===== config.mk =====
export PLATFORM = sky130hd
export DESIGN_NAME = ymux_rr_arb
export DESIGN_NICKNAME = d
export VERILOG_FILES = /design/src/rtl/ymux_pkg.sv /design/src/rtl/ymux_rr_pick.sv /design/src/rtl/ymux_rr_arb.sv
export SDC_FILE = /design/constraint.sdc
export NUM_CORES = 1
export LEC_CHECK = 0
export CORE_MARGIN = 2
export CORE_UTILIZATION = 33
export CTS_CLUSTER_DIAMETER = 150
export CTS_CLUSTER_SIZE = 12
export DETAILED_ROUTE_END_ITERATION = 6
export GPL_ROUTABILITY_DRIVEN = 0
export GPL_TIMING_DRIVEN = 0
export HOLD_SLACK_MARGIN = 0.12
export MAX_ROUTING_LAYER = met4
export PLACE_DENSITY = 0.84
export SLEW_MARGIN = 20
export SYNTH_ARGS = -nofsm -noshare
export SYNTH_HDL_FRONTEND = slang
export SYNTH_HIERARCHICAL = 1
export SYNTH_SLANG_ARGS = --single-unit
export TNS_END_PERCENT = 5

===== constraint.sdc =====
create_clock -name clk -period 3.5 [get_ports clk]
set_input_delay 0.875 -clock clk [delete_from_list [all_inputs] [get_ports clk]]
set_output_delay 0.875 -clock clk [all_outputs]
set_load 0.03 [all_outputs]

===== src/rtl/ymux_pkg.sv =====
// Shared definitions for the ymux round-robin arbiter slice:
// output-slot state encoding and default channel geometry.
package ymux_pkg;

  // Output register occupancy: EMPTY has no word, FULL presents one downstream.
  typedef enum logic {
    EMPTY = 1'b0,
    FULL  = 1'b1
  } state_t;

  localparam int SIZE_DEFAULT = 32;
  localparam int N_DEFAULT    = 4;

endpackage


===== src/rtl/ymux_rr_pick.sv =====
// Circular priority picker: returns the first requesting index found when
// searching upward from 'start' with wrap from N-1 to 0. A start of zero
// gives plain lowest-index-wins priority.
module ymux_rr_pick #(
  parameter int N  = 4,
  parameter int SW = $clog2(N)
) (
  input  logic [N-1:0]  req,
  input  logic [SW-1:0] start,
  output logic [SW-1:0] grant,
  output logic          any
);

  int            idx;
  logic [SW-1:0] idx_s;

  // Scan from the farthest candidate back to 'start' so the nearest requester
  // in circular order is the last one written and therefore wins.
  always_comb begin
    grant = '0;
    any   = 1'b0;
    idx   = 0;
    idx_s = '0;
    for (int k = N - 1; k >= 0; k--) begin
      idx = int'(start) + k;
      if (idx >= N) begin
        idx = idx - N;
      end
      idx_s = SW'(idx);
      if (req[idx_s]) begin
        grant = idx_s;
        any   = 1'b1;
      end
    end
  end

endmodule


===== src/rtl/ymux_rr_arb.sv =====
// N-to-1 arbitrating multiplexer with a one-entry registered output stage.
// mode=0 selects lowest-index priority, mode=1 round-robin from a pointer
// that always advances past the most recent grant.
module ymux_rr_arb
  import ymux_pkg::*;
#(
  parameter int SIZE = SIZE_DEFAULT,
  parameter int N    = N_DEFAULT,
  parameter int SW   = $clog2(N)
) (
  input  logic              clk,
  input  logic              reset,
  input  logic              mode,
  input  logic [N-1:0]      in_valid,
  input  logic [N*SIZE-1:0] in_data,
  output logic [N-1:0]      in_ready,
  output logic              out_valid,
  output logic [SIZE-1:0]   out_data,
  output logic [SW-1:0]     out_sel,
  input  logic              out_ready
);

  state_t          state_reg, state_next;
  logic [SW-1:0]   ptr_reg, ptr_next;
  logic [SIZE-1:0] out_data_reg;
  logic [SW-1:0]   out_sel_reg;

  logic [SW-1:0]   pick_start;
  logic [SW-1:0]   grant_idx;
  logic            grant_any;
  logic            slot_free;
  logic            grant_fire;
  logic [SIZE-1:0] chan_data [N];

  // The pointer is kept in both modes so switching mode needs no flush.
  assign pick_start = mode ? ptr_reg : '0;

  ymux_rr_pick #(
    .N  (N),
    .SW (SW)
  ) u_pick (
    .req   (in_valid),
    .start (pick_start),
    .grant (grant_idx),
    .any   (grant_any)
  );

  // Channel word view and one-hot accept strobes.
  for (genvar gi = 0; gi < N; gi++) begin : g_chan
    assign chan_data[gi] = in_data[gi*SIZE +: SIZE];
    assign in_ready[gi]  = grant_fire && (grant_idx == SW'(gi));
  end

  // Next-state, grant qualification and pointer advance.
  always_comb begin
    slot_free  = (state_reg == EMPTY) || out_ready;
    grant_fire = slot_free && grant_any && !reset;
    state_next = state_reg;
    ptr_next   = ptr_reg;
    if (slot_free) begin
      state_next = grant_any ? FULL : EMPTY;
    end
    if (grant_fire) begin
      ptr_next = (grant_idx == SW'(N - 1)) ? '0 : grant_idx + SW'(1);
    end
  end

  // FSM state register; reset discards any held word.
  always_ff @(posedge clk) begin
    if (reset) begin
      state_reg <= EMPTY;
    end else begin
      state_reg <= state_next;
    end
  end

  // Output word, source index and round-robin pointer; load only on a grant.
  always_ff @(posedge clk) begin
    if (reset) begin
      out_data_reg <= '0;
      out_sel_reg  <= '0;
      ptr_reg      <= '0;
    end else if (grant_fire) begin
      out_data_reg <= chan_data[grant_idx];
      out_sel_reg  <= grant_idx;
      ptr_reg      <= ptr_next;
    end
  end

  assign out_valid = (state_reg == FULL);
  assign out_data  = out_data_reg;
  assign out_sel   = out_sel_reg;

endmodule


==> results of run 1 <==
-- path summary, 6_finish.rpt --
path,to,slack (ps),cells past startpoint
worst max-delay path,in_ready[0],90,10
worst min-delay path,ptr_reg[0],480,2
worst max register to register,out_data[28],970,10
worst min register to register,ptr_reg[0],480,2
-- cells by family (layout without fill, tap and decap cells) --
| family | after synthesis | in the layout |
|---|---|---|
| mux | 33 | 33 |
| fa+ha+maj | 4 | 4 |
| compound gates | 45 | 45 |
| buf+inv | 18 | 205 |
| simple gates | 22 | 22 |
| flops | 37 | 37 |
-- layout make-up --
class | count | area [sq um] | share of cell area [%]
plain buffers | 14 | 106.4 | 2.571
clock buffers | 6 | 82.58 | 1.996
clock inverters | 2 | 37.54 | 0.9074
inverters | 3 | 11.26 | 0.2722
multi-input cells | 104 | 1281 | 30.97
flip-flops and latches | 37 | 740.7 | 17.91
well taps | 77 | 96.34 | 2.329
repair buffers | 180 | 1780 | 43.04
-- Yosys cell counts, drive strengths merged, types with 2 or more instances --
master / n / area (sq um)
dfxtp: 37 / 740.7
a22o: 32 / 280.3
mux4: 32 / 724.4
buf: 13 / 90.08
a21oi: 7 / 35.03
and2: 6 / 37.54
ha: 4 / 50.05
nor2: 4 / 15.01
o21ai: 4 / 20.02
inv: 3 / 11.26
nand2b: 3 / 18.77
nand3: 3 / 15.01
a211oi: 2 / 20.02
clkbuf: 2 / 7.510
nand2: 2 / 7.510
-- report_power, final --
group / internal [mW] / switching (mW)
Combinational: 0.366 / 0.248
Sequential: 0.469 / 0.0262
Clock: 0.232 / 0.158
-- critical path: stages --
cell and delay, ps:
sky130_fd_sc_hd__clkdlybuf4s50_1 460, sky130_fd_sc_hd__nor3b_2 200, sky130_fd_sc_hd__a211oi_1 70, sky130_fd_sc_hd__nor2_1 180
sky130_fd_sc_hd__clkbuf_8 170, sky130_fd_sc_hd__buf_8 80, sky130_fd_sc_hd__inv_1 40, sky130_fd_sc_hd__ha_1 170
sky130_fd_sc_hd__and2_1 150, sky130_fd_sc_hd__buf_6 140
-- per-layer routing --
metal	up-vias	wire, um	global-route usage [%]
met5	-	0	-
met4	0	106	6.745
met3	8	396	3.736
met2	92	3996	38.82
met1	1062	2775	23.66
li1	1018	-	-
-- metrics by stage --
step	area [sq um]	total power, mW	worst slack [ps]	instances	hold WS [ps]
2_1_floorplan	2121	0.8157	239.9	159	444.6
4_1_cts	4134	1.514	62.68	423	483.8
3_3_place_gp	3949	1.096	-985.4	409	455.3
3_5_place_dp	3949	1.107	-1046	409	464.5
5_1_grt	4136	1.568	3.223	423	500.2
6_report	4136	1.500	86.75	423	479.8
-- what timing repair did --
action | 4_1_cts | 5_1_grt
buffers inserted | 7 | 0
pin swaps | 4 | 0
hold endpoints to repair | 0 | 0
setup endpoints to repair | 4 | 2
gates resized for setup | 35 | 1
==> metrics.txt, run 1 <==
# TYPE chip_impl_metric gauge
chip_impl_info{name="most_common_cell_after_layout_fill_and_taps_aside",value="sky130_fd_sc_hd__clkdlybuf4s50_1"} 1
chip_impl_metric{name="numCtsBuffers",unit=""} 5
chip_impl_metric{name="share_of_post_route_cells_with_drive_strength_above_1",unit="%"} 19.94
chip_impl_metric{name="final_antenna_net_count",unit=""} 0
chip_impl_metric{name="utilization",unit="%"} 65.90
chip_impl_metric{name="final_nets",unit=""} 485
chip_impl_metric{name="synth_enable_flop_cells",unit=""} 0
chip_impl_metric{name="syn-cell-area",unit="sq um"} 2121
chip_impl_metric{name="first_global_vias",unit=""} 2381
chip_impl_metric{name="drt_iter0_drc",unit=""} 77
chip_impl_metric{name="synth-xor-area-share",unit="%"} 0
chip_impl_metric{name="timing.max_slew.rel_slack",unit="%"} 71.09
chip_impl_metric{name="vias",unit=""} 2180
chip_impl_metric{name="timing.fmax",unit="MHz"} 293.0
chip_impl_metric{name="final_max_slew_viol_count",unit=""} 0
chip_impl_info{name="crit_path_start",value="in_valid[1]"} 1
chip_impl_metric{name="yosys_cell_types",unit=""} 24
chip_impl_metric{name="clockBufferDepth",unit=""} 2
chip_impl_metric{name="yosys.area_share.adder",unit="%"} 2.360
chip_impl_metric{name="fp.dieArea",unit="sq um"} 7084
chip_impl_metric{name="vias_per_cell",unit=""} 5.154
chip_impl_metric{name="finalSetupTns",unit="ps"} 0
chip_impl_metric{name="pd_cells",unit="nW/um^2"} 362.7
chip_impl_metric{name="synth_compound_gate_area_share",unit="%"} 16.76
chip_impl_metric{name="worst_ir_drop_vdd",unit="V"} 0.0001939
chip_impl_metric{name="grt_overflow",unit=""} 0
chip_impl_metric{name="static_leakage",unit="nW"} 1.596
chip_impl_info{name="holdCritStartpoint",value="ptr_reg[0]"} 1
chip_impl_metric{name="detail_route.first_pass.iterations",unit=""} 6
chip_impl_metric{name="postSynthNetCount",unit=""} 299
chip_impl_info{name="run_status",value="complete, no violations"} 1
chip_impl_metric{name="hold_viol",unit=""} 0
chip_impl_metric{name="grt_max_degree",unit=""} 13
chip_impl_metric{name="clkTransAtPathRegs",unit="ps"} 80
chip_impl_metric{name="gr-usage-all-layers",unit="%"} 21.35
chip_impl_metric{name="synth_cells",unit=""} 159
chip_impl_metric{name="core_outline_area",unit="sq um"} 6277
chip_impl_metric{name="finalCriticalPeriod",unit="ps"} 3413
chip_impl_info{name="criticalPathCategory",value="in -> out"} 1
chip_impl_metric{name="hold_buffers",unit=""} 0
chip_impl_metric{name="cp.arrival",unit="ps"} 2540
chip_impl_metric{name="top_level_ports",unit=""} 175
chip_impl_metric{name="skew",unit="ps"} 4.001
chip_impl_metric{name="ys_warn_count",unit=""} 6
chip_impl_info{name="crit-reg2reg-launch",value="ptr_reg[1]"} 1
chip_impl_metric{name="yosys_register_bits",unit=""} 37
chip_impl_metric{name="timing.critical_path.required",unit="ps"} 2620
chip_impl_metric{name="seq_area_frac_synth",unit="%"} 34.93
chip_impl_metric{name="dieHeight",unit="um"} 84.17
chip_impl_info{name="highest_count_cells_in_the_layout_ignoring_fill_and_taps",value="167 x sky130_fd_sc_hd__clkdlybuf4s50_1, 37 x sky130_fd_sc_hd__dfxtp_1, 32 x sky130_fd_sc_hd__a22o_1"} 1
chip_impl_metric{name="postRouteWirelength",unit="um"} 7274
chip_impl_info{name="main_combinational_cell_family_by_area_after_synthesis",value="multiplexers"} 1
chip_impl_metric{name="maxCapViolCount",unit=""} 0
chip_impl_metric{name="largest_reg_flops",unit=""} 32
chip_impl_metric{name="start_util",unit="%"} 33.79
chip_impl_metric{name="timing.final.setup_violations",unit=""} 0
chip_impl_metric{name="timing.critical_path.fanout_max",unit=""} 3
chip_impl_info{name="timing.critical_path.to_type",value="output port"} 1
chip_impl_metric{name="grt_antenna_before_repair",unit=""} 0
chip_impl_metric{name="hpwlAfterDp",unit="um"} 5927
chip_impl_info{name="grt_setup_unrepaired",value="false"} 1
chip_impl_metric{name="clock_latency",unit="ps"} 280
chip_impl_metric{name="ys_async_sr_fraction",unit="%"} 0
chip_impl_metric{name="area_delta_synth_final",unit="%"} 95.04
chip_impl_metric{name="die_x",unit="um"} 84.17
chip_impl_info{name="main_flop_type_after_synthesis",value="sky130_fd_sc_hd__dfxtp_1"} 1
chip_impl_metric{name="layout.filler_cells",unit=""} 475
chip_impl_info{name="startpoint_type",value="primary input"} 1
chip_impl_metric{name="yosys-mux-area-fraction",unit="%"} 34.63
chip_impl_metric{name="synth.avg_cell_area",unit="sq um"} 13.34
chip_impl_metric{name="drt_drc_violations_left",unit=""} 0
chip_impl_metric{name="buffer_ports.inserted",unit=""} 173
chip_impl_metric{name="cts_sinks",unit=""} 37
chip_impl_metric{name="routedWlPerCell",unit="um"} 17.20
chip_impl_metric{name="worst_slew_pin_slew",unit="ps"} 433.7
chip_impl_info{name="cts_tree",value="done"} 1
chip_impl_metric{name="htree_levels",unit=""} 2
chip_impl_info{name="min-delay-path-class",value="reg -> reg"} 1
chip_impl_metric{name="grt_first_pass_wirelength",unit="um"} 11590
chip_impl_metric{name="row_count",unit=""} 29
chip_impl_info{name="clk_root_buffer_cell",value="sky130_fd_sc_hd__clkbuf_8"} 1
chip_impl_metric{name="final_min_period_over_clock_period",unit="%"} 97.52
chip_impl_metric{name="synth-simple-area-share",unit="%"} 6.195
chip_impl_metric{name="diodes",unit=""} 0
No activity file was read; power rests on OpenSTA's default activity.
==> run 2: changes to the inputs <==
Settings changed: CORE_MARGIN 2 to 4, CORE_UTILIZATION 33 to 25, PLACE_DENSITY 0.84 to 0.67.
==> metrics.txt, run 2 (synthesis gave the netlist of run 1 again) <==
# TYPE chip_impl_metric gauge
chip_impl_info{name="run_status",value="complete, no violations"} 1
chip_impl_metric{name="clock_power_share",unit="%"} 26.1
chip_impl_metric{name="vias_per_cell",unit=""} 4.771
chip_impl_info{name="hold_end",value="ptr_reg[0]"} 1
chip_impl_metric{name="die_x",unit="um"} 100.1
chip_impl_metric{name="hold_viol",unit=""} 0
chip_impl_metric{name="layout.filler_cells",unit=""} 737
chip_impl_metric{name="place.detailed.instances",unit=""} 437
chip_impl_info{name="cp_common_cell",value="sky130_fd_sc_hd__buf_6"} 1
chip_impl_metric{name="gr-usage-all-layers",unit="%"} 15.22
chip_impl_metric{name="dieHeight",unit="um"} 100.1
chip_impl_info{name="highest_count_cells_in_the_layout_ignoring_fill_and_taps",value="168 x sky130_fd_sc_hd__clkdlybuf4s50_1, 37 x sky130_fd_sc_hd__dfxtp_1, 32 x sky130_fd_sc_hd__a22o_1"} 1
chip_impl_info{name="clk_root_buffer_cell",value="sky130_fd_sc_hd__clkbuf_8"} 1
chip_impl_metric{name="worst_slack",unit="ps"} 88.18
chip_impl_metric{name="hpwlAfterDp",unit="um"} 6041
chip_impl_metric{name="postRouteWirelength",unit="um"} 7577
chip_impl_metric{name="finalSetupTns",unit="ps"} 0
chip_impl_metric{name="detail_route.first_pass.iterations",unit=""} 4
chip_impl_metric{name="buffer_ports.inserted",unit=""} 173
chip_impl_metric{name="finalNonFillerCells",unit=""} 450
chip_impl_metric{name="grt_antenna_before_repair",unit=""} 0
chip_impl_metric{name="final_min_period_over_clock_period",unit="%"} 97.48
chip_impl_metric{name="maxCapViolCount",unit=""} 0
chip_impl_info{name="holdCritStartpoint",value="ptr_reg[0]"} 1
chip_impl_metric{name="drt_iter0_drc",unit=""} 36
chip_impl_metric{name="area_delta_synth_final",unit="%"} 97.52
chip_impl_metric{name="worst_hold_path.num_cells",unit=""} 2
chip_impl_metric{name="drt_drc_violations_left",unit=""} 0
chip_impl_metric{name="clock_latency",unit="ps"} 290
chip_impl_info{name="cts_tree",value="done"} 1
chip_impl_metric{name="finalCriticalPeriod",unit="ps"} 3412
chip_impl_metric{name="final_nets",unit=""} 484
chip_impl_metric{name="switching_power",unit="mW"} 0.4311
chip_impl_metric{name="worst_ir_drop_vdd",unit="V"} 0.0001437
chip_impl_info{name="timing.critical_path.slowest_stage_cell",value="sky130_fd_sc_hd__clkdlybuf4s50_1"} 1
chip_impl_metric{name="top_level_ports",unit=""} 175
chip_impl_metric{name="pd_cells",unit="nW/um^2"} 358.3
chip_impl_metric{name="ff_latch_area",unit="sq um"} 740.7
chip_impl_metric{name="grt_overflow",unit=""} 0
chip_impl_info{name="startpoint_type",value="primary input"} 1
chip_impl_metric{name="core_outline_area",unit="sq um"} 8217
chip_impl_metric{name="utilization",unit="%"} 50.98
chip_impl_info{name="timing.critical_path.to_type",value="output port"} 1
chip_impl_metric{name="grt_first_pass_wirelength",unit="um"} 11660
chip_impl_metric{name="static_leakage",unit="nW"} 1.591
chip_impl_metric{name="placement.setup.worst_slack",unit="ps"} -1122
chip_impl_metric{name="clockBufferDepth",unit=""} 2
chip_impl_metric{name="final_antenna_net_count",unit=""} 0
chip_impl_metric{name="reg2reg_setup_slack",unit="ps"} 860
chip_impl_metric{name="seq_power_share",unit="%"} 32.9
chip_impl_metric{name="comb_power_share",unit="%"} 41.0
chip_impl_info{name="crit-reg2reg-capture",value="out_data[29]"} 1
chip_impl_metric{name="routedWlPerCell",unit="um"} 16.84
chip_impl_metric{name="finalPower",unit="mW"} 1.501
chip_impl_metric{name="multiInputGateArea",unit="sq um"} 1299
chip_impl_metric{name="timing.max_slew.rel_slack",unit="%"} 70.02
chip_impl_metric{name="first_global_vias",unit=""} 2353
chip_impl_metric{name="worst_r2r_path_depth",unit=""} 10
chip_impl_info{name="most_common_cell_after_layout_fill_and_taps_aside",value="sky130_fd_sc_hd__clkdlybuf4s50_1"} 1
chip_impl_info{name="grt_setup_unrepaired",value="false"} 1
chip_impl_metric{name="timing.critical_path.fanout_max",unit=""} 4
chip_impl_metric{name="htree_levels",unit=""} 2
chip_impl_metric{name="vias",unit=""} 2147
chip_impl_metric{name="skew",unit="ps"} 10.13
chip_impl_metric{name="timing.final.setup_violations",unit=""} 0
chip_impl_metric{name="row_count",unit=""} 33
chip_impl_metric{name="cts_sinks",unit=""} 37
chip_impl_metric{name="clkTransAtPathRegs",unit="ps"} 80
chip_impl_metric{name="start_util",unit="%"} 25.81
chip_impl_metric{name="largest_reg_flops",unit=""} 32
chip_impl_metric{name="cp.arrival",unit="ps"} 2540
chip_impl_metric{name="grt_max_degree",unit=""} 12
chip_impl_metric{name="worst_slew_pin_slew",unit="ps"} 449.7
chip_impl_info{name="criticalPathCategory",value="in -> out"} 1
chip_impl_metric{name="diodes",unit=""} 0
chip_impl_metric{name="internal_power",unit="mW"} 1.070
chip_impl_metric{name="share_of_post_route_cells_with_drive_strength_above_1",unit="%"} 20.58
chip_impl_metric{name="sw_frac_of_total",unit="%"} 28.73
chip_impl_metric{name="numCtsBuffers",unit=""} 5
chip_impl_info{name="path_cells",value="clkdlybuf4s50_1 > mux2i_1 > a211oi_2 > buf_6 > inv_1 > ha_1 > and2_1 > buf_6"} 1
chip_impl_metric{name="fp.dieArea",unit="sq um"} 10020
chip_impl_info{name="min-delay-path-class",value="reg -> reg"} 1
chip_impl_metric{name="timing.critical_path.required",unit="ps"} 2620
chip_impl_info{name="crit-reg2reg-launch",value="ptr_reg[1]"} 1
chip_impl_metric{name="final_max_slew_viol_count",unit=""} 0
chip_impl_metric{name="timing.fmax",unit="MHz"} 293.1
chip_impl_metric{name="max_stage_delay",unit="ps"} 530
==> run 2: worst max-delay path by stage <==
stage                     depth (start not counted)         from  slack, ps          end
final                                             8  in_valid[3]         90  in_ready[0]
after global routing                              8  in_valid[3]         10  in_ready[3]
after CTS                                         8  in_valid[1]         40  in_ready[3]
after detailed placement                         11         mode      -1120  in_ready[0]
after global placement                           11         mode      -1080  in_ready[0]
after floorplan                                   9         mode        240  in_ready[1]
==> run 2: power groups by stage <==
stage	logic, mW	registers (mW)	clock network [mW]
after floorplan	0.225	0.591	0
after global placement	0.599	0.502	0
after detailed placement	0.602	0.503	0
after CTS	0.621	0.494	0.407
after global routing	0.656	0.502	0.425
final	0.616	0.494	0.391
==> run 2: final cells by class <==
class,instances,area share (%)
repair buffers,179,42.41
multi-input cells,104,31.00
flip-flops and latches,37,17.68
well taps,105,3.136
plain buffers,14,2.718
clock buffers,7,2.061
clock inverters,1,0.7168
inverters,3,0.2688
==> run 2: repair_timing <==
action,4_1_cts,5_1_grt
pin swaps,4,2
resized for setup,34,6
setup buffers,6,0
endpoints found under the hold margin,0,0
hold buffers,0,0
setup endpoints to repair,4,3
==> run 2: worst max-delay path: cells and delay by family <==
kind	cells	cell delay, ps
AND/OR/NAND/NOR	1	140
multiplexers	1	120
AO/OA/AOI/OAI	1	360
adder cells (fa/ha/maj)	1	180
buffers and inverters	4	860
==> run 2: routing by layer <==
| metal | global-route usage [%] | wire length [um] | vias to the layer above |
|---|---|---|---|
| met1 | 18.38 | 3080 | 1035 |
| met4 | 3.731 | 99 | 0 |
| met3 | 3.058 | 454 | 8 |
| met5 | - | 0 | - |
| li1 | - | - | 1020 |
| met2 | 26.17 | 3943 | 84 |
==> run 2: stage by stage <==
stage | hold WS, ps | cell area (sq um)
floorplan | 444.6 | 2121
global placement | 455.0 | 3984
detailed placement | 459.6 | 3984
CTS | 478.4 | 4169
global route | 507.0 | 4189
finish | 476.0 | 4189
==> run 3: changes to the inputs <==
Settings changed: CAP_MARGIN set to 20, CORE_UTILIZATION 25 to 33, PLACE_DENSITY 0.67 to 0.84.
==> metrics.txt, run 3 (synthesis gave the netlist of run 1 again) <==
# TYPE chip_impl_metric gauge
chip_impl_metric{name="detail_route.first_pass.iterations",unit=""} 4
chip_impl_metric{name="worst_ir_drop_vdd",unit="V"} 0.0002297
chip_impl_metric{name="ff_latch_area",unit="sq um"} 740.7
chip_impl_metric{name="switching_power",unit="mW"} 0.4272
chip_impl_metric{name="first_global_vias",unit=""} 2359
chip_impl_metric{name="htree_levels",unit=""} 2
chip_impl_metric{name="start_util",unit="%"} 34.99
chip_impl_info{name="highest_count_cells_in_the_layout_ignoring_fill_and_taps",value="168 x sky130_fd_sc_hd__clkdlybuf4s50_1, 37 x sky130_fd_sc_hd__dfxtp_1, 32 x sky130_fd_sc_hd__a22o_1"} 1
chip_impl_metric{name="dieHeight",unit="um"} 88.17
chip_impl_metric{name="finalCriticalPeriod",unit="ps"} 3414
chip_impl_metric{name="worst_slack",unit="ps"} 86.02
chip_impl_metric{name="sw_frac_of_total",unit="%"} 30.51
chip_impl_metric{name="clockBufferDepth",unit=""} 2
chip_impl_metric{name="final_max_slew_viol_count",unit=""} 0
chip_impl_metric{name="final_min_period_over_clock_period",unit="%"} 97.54
chip_impl_metric{name="diodes",unit=""} 0
chip_impl_metric{name="static_leakage",unit="nW"} 1.570
chip_impl_metric{name="vias_per_cell",unit=""} 5.124
chip_impl_metric{name="postPlaceCellArea",unit="sq um"} 3946
chip_impl_info{name="cts_tree",value="done"} 1
chip_impl_metric{name="row_count",unit=""} 28
chip_impl_metric{name="drt_iter0_drc",unit=""} 43
chip_impl_metric{name="core_outline_area",unit="sq um"} 6061
chip_impl_metric{name="timing.critical_path.fanout_max",unit=""} 10
chip_impl_metric{name="clock_power_share",unit="%"} 21.0
chip_impl_metric{name="hold_buffers",unit=""} 0
chip_impl_metric{name="hold_viol",unit=""} 0
chip_impl_metric{name="multiInputGateArea",unit="sq um"} 1286
chip_impl_metric{name="area_delta_synth_final",unit="%"} 93.22
chip_impl_metric{name="timing.final.setup_violations",unit=""} 0
chip_impl_metric{name="share_of_post_route_cells_with_drive_strength_above_1",unit="%"} 20.29
chip_impl_metric{name="placement.setup.worst_slack",unit="ps"} -1017
chip_impl_metric{name="final_antenna_net_count",unit=""} 0
chip_impl_metric{name="timing.critical_path.required",unit="ps"} 2620
chip_impl_metric{name="finalSetupTns",unit="ps"} 0
chip_impl_metric{name="vias",unit=""} 2152
chip_impl_metric{name="maxCapViolCount",unit=""} 0
chip_impl_metric{name="drt_drc_violations_left",unit=""} 0
chip_impl_info{name="criticalPathCategory",value="in -> out"} 1
chip_impl_metric{name="worst_slew_pin_slew",unit="ps"} 459.9
chip_impl_metric{name="cp.arrival",unit="ps"} 2540
chip_impl_metric{name="gr-usage-all-layers",unit="%"} 19.15
chip_impl_metric{name="postRouteWirelength",unit="um"} 7420
chip_impl_metric{name="internal_power",unit="mW"} 0.9729
chip_impl_metric{name="utilization",unit="%"} 67.61
chip_impl_info{name="clk_root_buffer_cell",value="sky130_fd_sc_hd__clkbuf_8"} 1
chip_impl_info{name="run_status",value="complete, no violations"} 1
chip_impl_metric{name="clock_latency",unit="ps"} 290
chip_impl_metric{name="grt_overflow",unit=""} 0
chip_impl_metric{name="cts_sinks",unit=""} 37
chip_impl_metric{name="timing.max_slew.rel_slack",unit="%"} 69.34
chip_impl_info{name="min-delay-path-class",value="reg -> reg"} 1
chip_impl_metric{name="seq_power_share",unit="%"} 35.2
chip_impl_info{name="startpoint_type",value="primary input"} 1
chip_impl_metric{name="routedWlPerCell",unit="um"} 17.67
chip_impl_metric{name="timing.fmax",unit="MHz"} 292.9
chip_impl_metric{name="layout.filler_cells",unit=""} 477
chip_impl_metric{name="fp.dieArea",unit="sq um"} 7773
chip_impl_metric{name="largest_reg_flops",unit=""} 32
chip_impl_metric{name="skew",unit="ps"} 6.575
chip_impl_metric{name="pd_cells",unit="nW/um^2"} 341.7
chip_impl_metric{name="top_level_ports",unit=""} 175
chip_impl_metric{name="die_x",unit="um"} 88.17
chip_impl_info{name="timing.critical_path.to_type",value="output port"} 1
chip_impl_metric{name="hpwlAfterDp",unit="um"} 6126
chip_impl_metric{name="final_design_area_no_fill",unit="sq um"} 4098
chip_impl_metric{name="numCtsBuffers",unit=""} 5
chip_impl_info{name="most_common_cell_after_layout_fill_and_taps_aside",value="sky130_fd_sc_hd__clkdlybuf4s50_1"} 1
chip_impl_metric{name="final_nets",unit=""} 484
chip_impl_metric{name="clkTransAtPathRegs",unit="ps"} 70
chip_impl_metric{name="grt_max_degree",unit=""} 13
chip_impl_metric{name="grt_antenna_before_repair",unit=""} 0
chip_impl_metric{name="grt_first_pass_wirelength",unit="um"} 10990
chip_impl_metric{name="comb_power_share",unit="%"} 43.8
chip_impl_metric{name="buffer_ports.inserted",unit=""} 173
==> run 3: changes by cell type in the layout (fill, tap and decap cells not counted), sizes merged <==
cell,change
bufinv,-1
clkdlybuf4s15,-1
clkbuf,-1
clkinv,+2
clkinvlp,+1
==> run 3: timing repair <==
item                                    CTS  global route
endpoints found under the setup margin    4             3
cloned                                    0             0
gates resized for setup                  36             2
pin swaps                                 4             2
hold endpoints to repair                  0             0
buffers inserted                          6             0
==> run 3: worst paths after layout <==
kind	slack (ps)	cells past startpoint	start	endpoint
setup reg to reg	940	10	ptr_reg[1]	out_data[14]
hold / removal	480	2	ptr_reg[0]	ptr_reg[0]
hold reg to reg	480	2	ptr_reg[0]	ptr_reg[0]
setup / recovery	90	10	in_valid[3]	in_ready[0]
==> run 3: final cells by class <==
type / count / area share, %
timing repair buffer: 179 / 43.21
sequential: 37 / 18.08
tap: 75 / 2.290
clock buffer: 5 / 1.679
buffer: 14 / 2.656
inverter: 3 / 0.2748
multi-input combinational: 104 / 31.39
clock inverter: 3 / 0.4275
==> run 3: layer usage <==
layer / part of all wire, % / track usage (%) / vias to the layer above / wire (um)
li1: - / - / 1019 / -
met1: 36 / 21.13 / 1021 / 2697
met2: 54 / 35.01 / 105 / 3989
met3: 8.9 / 4.516 / 7 / 661
met4: 0.96 / 3.846 / 0 / 71
met5: 0 / - / - / 0
==> run 3: metrics by stage <==
stage	hold slack [ps]	total power [mW]	cells
3_5_place_dp	462.5	1.104	407
5_1_grt	498.9	1.464	420
6_report	480.2	1.400	420
3_3_place_gp	458.6	1.095	407
2_1_floorplan	444.6	0.8157	159
4_1_cts	477.6	1.413	420
==> run 3: worst max-delay path, stage by stage <==
cell and delay, ps:
sky130_fd_sc_hd__clkdlybuf4s50_1 520, sky130_fd_sc_hd__nand2b_1 140, sky130_fd_sc_hd__a211oi_2 70, sky130_fd_sc_hd__nor2_1 150
sky130_fd_sc_hd__clkbuf_8 160, sky130_fd_sc_hd__buf_8 130, sky130_fd_sc_hd__inv_2 50, sky130_fd_sc_hd__ha_1 160
sky130_fd_sc_hd__and2_1 140, sky130_fd_sc_hd__buf_6 130
==> run 3: power groups by stage <==
stage          Combinational (mW)  Sequential (mW)  Clock [mW]
6_report                    0.613            0.493       0.294
5_1_grt                     0.651            0.499       0.314
4_1_cts                     0.618            0.494       0.300
3_5_place_dp                0.601            0.503           0
3_3_place_gp                0.593            0.501           0
2_1_floorplan               0.225            0.591           0
